[src/rtl/dfd_cg_domain_ctrl.sv]
// dfd_cg_domain_ctrl
// Per-domain clock-gating controller for the DFD debug/trace sub-blocks.
// One small FSM per domain watches activity, gates the domain through a
// generic_ccg (WIDTH=NUM_DOM) after a programmable idle window, and ungates
// it again through a req/ack handshake. Acknowledges only while the clock is stable.
//
// Optional feature: define DFD_CG_STATS_EN to add per-domain gated-cycle
// statistic counters (ports stat_clr / stat_gated_cnt). Without the macro the
// ports and counters do not exist and all other behaviour is unchanged.
//
// Handshake semantics (wake_req / wake_ack):
//   wake_req[i] is a level raised by a requester and held until it observes
//   wake_ack[i]=1. wake_ack[i] is 1 only while domain i is in RUN or IDLE,
//   i.e. its clock has been enabled for at least WAKE_CYC cycles. A requester
//   must not touch domain i while wake_ack[i]=0. Dropping wake_req early never
//   shortens or aborts a wake-up in progress.
//
// Per-domain state encoding (also visible on dbg_state, domain i at [2*i +: 2]):
//   0 RUN, 1 IDLE, 2 GATED, 3 WAKE

module dfd_cg_domain_ctrl #(
    parameter int NUM_DOM  = 4,
    parameter int THRESH_W = 8,
    parameter int WAKE_CYC = 3,
    parameter int STAT_W   = 16
) (
    input  logic                  clk,
    input  logic                  rst_n,
    input  logic [NUM_DOM-1:0]    cfg_cg_enable,
    input  logic [THRESH_W-1:0]   cfg_idle_thresh,
    input  logic                  dbg_force_on,
    input  logic [NUM_DOM-1:0]    dom_busy,
    input  logic [NUM_DOM-1:0]    wake_req,
    output logic [NUM_DOM-1:0]    wake_ack,
    output logic [NUM_DOM-1:0]    ccg_en,
    output logic                  ccg_force_en,
    output logic [NUM_DOM-1:0]    dom_gated,
    output logic [2*NUM_DOM-1:0]  dbg_state
`ifdef DFD_CG_STATS_EN
    ,
    input  logic                  stat_clr,
    output logic [NUM_DOM*STAT_W-1:0] stat_gated_cnt
`endif
);

    typedef enum logic [1:0] {
        ST_RUN   = 2'd0,
        ST_IDLE  = 2'd1,
        ST_GATED = 2'd2,
        ST_WAKE  = 2'd3
    } state_e;

    // The counter is reused for the wake delay, so the wake constant must fit.
    localparam logic [THRESH_W-1:0] WAKE_LOAD = THRESH_W'(WAKE_CYC);
    localparam logic [THRESH_W-1:0] CNT_ONE   = THRESH_W'(1);

    state_e              state_q [NUM_DOM];
    state_e              state_d [NUM_DOM];
    logic [THRESH_W-1:0] cnt_q   [NUM_DOM];
    logic [THRESH_W-1:0] cnt_d   [NUM_DOM];
    logic [NUM_DOM-1:0]  hold;

    // Anything that needs the domain running keeps it out of (or pulls it from) the gated path.
    always_comb begin
        hold = dom_busy | wake_req | ~cfg_cg_enable | {NUM_DOM{dbg_force_on}};
    end

    // State and shared idle/wake counter registers for every domain.
    always_ff @(posedge clk) begin
        for (int i = 0; i < NUM_DOM; i++) begin
            if (!rst_n) begin
                state_q[i] <= ST_RUN;
                cnt_q[i]   <= '0;
            end else begin
                state_q[i] <= state_d[i];
                cnt_q[i]   <= cnt_d[i];
            end
        end
    end

    // Next-state and counter update per domain; domains never interact.
    always_comb begin
        for (int i = 0; i < NUM_DOM; i++) begin
            state_d[i] = state_q[i];
            cnt_d[i]   = cnt_q[i];
            unique case (state_q[i])
                ST_RUN: begin
                    if (!hold[i]) begin
                        if (cfg_idle_thresh == '0) begin
                            state_d[i] = ST_GATED;
                        end else begin
                            // Threshold is sampled only here; later changes wait for the next load.
                            state_d[i] = ST_IDLE;
                            cnt_d[i]   = cfg_idle_thresh;
                        end
                    end
                end
                ST_IDLE: begin
                    // Activity wins over an expiring count.
                    if (hold[i]) begin
                        state_d[i] = ST_RUN;
                    end else if (cnt_q[i] == CNT_ONE) begin
                        state_d[i] = ST_GATED;
                    end else begin
                        cnt_d[i] = cnt_q[i] - CNT_ONE;
                    end
                end
                ST_GATED: begin
                    if (hold[i]) begin
                        state_d[i] = ST_WAKE;
                        cnt_d[i]   = WAKE_LOAD;
                    end
                end
                ST_WAKE: begin
                    // Not interruptible: the clock must settle before anyone is acked.
                    if (cnt_q[i] == CNT_ONE) begin
                        state_d[i] = ST_RUN;
                    end else begin
                        cnt_d[i] = cnt_q[i] - CNT_ONE;
                    end
                end
                default: begin
                    state_d[i] = ST_RUN;
                    cnt_d[i]   = '0;
                end
            endcase
        end
    end

    // Moore outputs decoded straight from the state flops.
    always_comb begin
        ccg_en    = '0;
        wake_ack  = '0;
        dom_gated = '0;
        dbg_state = '0;
        for (int i = 0; i < NUM_DOM; i++) begin
            ccg_en[i]          = (state_q[i] != ST_GATED);
            wake_ack[i]        = (state_q[i] == ST_RUN) || (state_q[i] == ST_IDLE);
            dom_gated[i]       = (state_q[i] == ST_GATED);
            dbg_state[2*i +: 2] = state_q[i];
        end
    end

    // Global force-enable to the CCG array: on out of reset, then follows the override one cycle late.
    always_ff @(posedge clk) begin
        if (!rst_n) begin
            ccg_force_en <= 1'b1;
        end else begin
            ccg_force_en <= dbg_force_on;
        end
    end

`ifdef DFD_CG_STATS_EN
    localparam logic [STAT_W-1:0] STAT_MAX = '1;
    localparam logic [STAT_W-1:0] STAT_ONE = STAT_W'(1);

    logic [STAT_W-1:0] stat_q [NUM_DOM];

    // Saturating gated-cycle counters; clear beats increment.
    always_ff @(posedge clk) begin
        for (int i = 0; i < NUM_DOM; i++) begin
            if (!rst_n || stat_clr) begin
                stat_q[i] <= '0;
            end else if ((state_q[i] == ST_GATED) && (stat_q[i] != STAT_MAX)) begin
                stat_q[i] <= stat_q[i] + STAT_ONE;
            end
        end
    end

    // Flatten the counters onto the output bus.
    always_comb begin
        stat_gated_cnt = '0;
        for (int i = 0; i < NUM_DOM; i++) begin
            stat_gated_cnt[i*STAT_W +: STAT_W] = stat_q[i];
        end
    end
`endif

endmodule
[config.mk]
export PLATFORM = sky130hd
export DESIGN_NAME = dfd_cg_domain_ctrl
export DESIGN_NICKNAME = d
export VERILOG_FILES = /design/src/rtl/dfd_cg_domain_ctrl.sv
export SDC_FILE = /design/constraint.sdc
export NUM_CORES = 1
export LEC_CHECK = 0
export CORE_ASPECT_RATIO = 1.1
export CORE_MARGIN = 5
export CORE_UTILIZATION = 50
export CTS_CLUSTER_SIZE = 20
export DETAILED_ROUTE_END_ITERATION = 10
export PLACE_DENSITY = 0.78
export SYNTH_ARGS = -nofsm -noshare
export SYNTH_HDL_FRONTEND = slang
export SYNTH_SLANG_ARGS = --single-unit
[constraint.sdc]
create_clock -name clk -period 2.5 [get_ports clk]
set_clock_uncertainty 0.15 [all_clocks]
set_input_delay 0.75 -clock clk [delete_from_list [all_inputs] [get_ports clk]]
set_output_delay 0.75 -clock clk [all_outputs]
set_load 0.05 [all_outputs]
==> flow_summary.json <==
{
  "grt_start_max_net_pins": 24,
  "yosys.area_share.simple": 0.271,
  "start_util": 0.518,
  "cts-root-buf": "clkbuf_8",
  "yosysTopAreaCell": "dfxtp_1",
  "leakage_nw": 1.72,
  "final_cells": 508,
  "vdd_drop_max_v": 0.000261,
  "fmax_ghz": 0.411,
  "holdWs_ns": 0.354,
  "power.total_mw": 1.70,
  "tightest_slew_ns": 0.790,
  "worstPathCellList": "inv_1 -> clkdlybuf4s50_1",
  "area_growth_pct": 31.7,
  "setup.worst_path.start": "state_q[3][1]",
  "synth_common_cells": "nand2_1 (56), dfxtp_1 (41), mux2i_1 (27)",
  "drtAntennaViolNets": 0,
  "wirelength_um": 8500,
  "die_y_um": 91.3,
  "slowest_delay_ns": 0.81,
  "met2_usage": 0.367,
  "postLayoutCoreUtil": 0.682,
  "cp-start-kind": "flop",
  "end_kind": "output port",
  "setup_viol": 0,
  "status": "finished clean",
  "drt_iter0_markers": 285,
  "dp_hpwl_um": 6010,
  "seq_area_frac_synth": 0.273,
  "tritoncts": "yes",
  "wl_per_cell_um": 16.7,
  "drive_above_1_share": 0.237,
  "avgViaCountPerCell": 6.16,
  "antenna_found_initial": 0,
  "finalCritPeriodShare": 0.973,
  "port_buffers": 43,
  "setup_ws_ns": 0.0676,
  "place_ws_ns": -0.442,
  "row_count": 29,
  "use_met1": 0.291,
  "cts_sinks": 41,
  "dp_cells": 496,
  "r2r_start": "cnt_q[1][0]",
  "synth_top_area_frac": 0.273,
  "pin_count": 44,
  "synth_top_family_by_area": "simple AND/OR/NAND/NOR gates",
  "cts_buffers": 5,
  "first_pass_iters": 5,
  "rsz0062_at_grt": "false",
  "top_usage_layer": "met2",
  "required_ns": 1.60,
  "diodes": 0,
  "finalHoldViolCount": 0,
  "cts.path.max_buffers": 2,
  "htreeDepth": 2,
  "synth_compound_area_frac": 0.259,
  "slew_violations": 0,
  "worst_path_max_delay_cell": "clkdlybuf4s50_1",
  "min_period_ns": 2.43,
  "syn-num-nets": 394,
  "synth_edf_count": 0,
  "clk_pin_slew_worst_paths_ns": 0.08,
  "synth_fa_ha_area_frac": 0.0333,
  "drc": 0,
  "setup-tns-final_ns": 0,
  "vias": 3127,
  "async_reset_ff_frac": 0,
  "gr-total-overflow": 0,
  "clock_latency_ns": 0.29,
  "synth.most_common_cell": "nand2_1",
  "nets": 461,
  "synthMuxAreaShare": 0.0986,
  "syn_area_um2": 3010,
  "design.core.area_um2": 5810,
  "synth_cell_types": 59,
  "grt_pass1_wl_um": 14100,
  "cap_violations": 0,
  "max_slew_margin": 0.468,
  "path_max_fanout": 3,
  "min_from": "cnt_q[2][5]",
  "grt_usage": 0.220,
  "grtUsageMet3": 0.0335,
  "synth_xor_xnor_area_share": 0.00874,
  "hold_class": "flop to flop",
  "final_area_um2": 3960,
  "grt_pass1_vias": 2886,
  "synth.top_cells.by_area": "dfxtp_1 (27%), mux2i_1 (9.0%), nand2_1 (7.0%)",
  "placed_cell_area_um2": 3750,
  "syn_avg_cell_area_um2": 8.28,
  "postCtsHoldBufs": 0,
  "synth-main-ff-cell": "dfxtp_1",
  "crit_type": "flop to output port",
  "syn-instance-count": 363,
  "ys_ff_latch": 41,
  "die-area_um2": 7670,
  "yosys_warnings": 0,
  "die_w_um": 83.9,
  "cp.arrival_ns": 1.53,
  "pwr_density_cell_nw_per_um2": 429,
  "gp_congestion": 0.799
}
## metal layers
| metal | up-vias | part of all wire |
|---|---|---|
| met5 | - | 0 |
| met4 | 0 | 0.015 |
| met3 | 13 | 0.069 |
| met2 | 129 | 0.49 |
| met1 | 1471 | 0.43 |
| li1 | 1514 | - |
## worst paths after layout
kind / end / slack [ns] / cells past startpoint
worst max-delay path: wake_ack[3] / 0.07 / 2
worst min-delay path: cnt_q[2][5] / 0.35 / 2
worst max register to register: cnt_q[1][3] / 0.39 / 6
worst min register to register: cnt_q[2][5] / 0.35 / 2
## worst max-delay path: cells and delay by family (launching register included)
kind     cells  cell delay, ns
flops        1            0.32
buf+inv      2            0.91
## state kept, by name (all words and copies together) (netlist names)
signal and cells:
state_q 8, cnt_q 32, ccg_force_en 1
## cell usage in the layout (no fill, tap or decap), types with 3 or more instances in the layout
cell type / count
o2bb2ai_1: 5
dfxtp_2: 4
or4b_4: 3
or3_1: 7
buf_12: 3
and4b_1: 10
xor2_1: 3
inv_1: 18
nor2b_1: 4
o21a_1: 4
or4_1: 3
a22o_1: 3
a21o_1: 5
and2_1: 4
o21ai_0: 8
dlymetal6s2s_1: 8
dlygate4sd2_1: 4
dfxtp_1: 37
nor4_1: 11
a21oi_1: 14
o311ai_0: 10
nor2_1: 19
nor3_1: 4
clkdlybuf4s50_1: 11
nand2b_4: 4
o31a_1: 6
buf_4: 56
nand2_1: 56
ha_1: 8
o31ai_1: 10
mux2i_1: 27
nand3_1: 3
nor4bb_1: 4
clkbuf_8: 6
## timing repair
action | CTS | global route
setup endpoints to repair | 34 | 26
endpoints found under the hold margin | 0 | 0
pin swaps | 5 | 4
gates resized for setup | 13 | 8
gates cloned | 0 | 1
setup buffers | 3 | 0
## logic make-up (layout without fill, tap and decap cells)
group | after synthesis | in the layout
AO/OA/AOI/OAI | 94 | 95
XOR/XNOR | 3 | 3
adder cells (fa/ha/maj) | 8 | 8
buffers and inverters | 43 | 110
flip-flops | 41 | 41
multiplexers | 29 | 29
AND/OR/NAND/NOR | 145 | 145
## report_power, final
part | switching (mW) | leakage (nW) | total, mW | internal (mW)
Clock | 0.247 | 0.0585 | 0.573 | 0.326
Sequential | 0.0504 | 0.334 | 0.730 | 0.680
Combinational | 0.206 | 1.33 | 0.396 | 0.190
Total | 0.503 | 1.72 | 1.70 | 1.20
## cell type report
| class | instances | area [um2] |
|---|---|---|
| clock buffers | 7 | 86.3 |
| clock inverters | 1 | 30.0 |
| fillers | 488 | 1850 |
| inverters | 18 | 67.6 |
| multi-input cells | 280 | 2110 |
| flip-flops and latches | 41 | 826 |
| well taps | 77 | 96.3 |
| repair buffers | 84 | 742 |
Power figures use the tool's default switching activity.
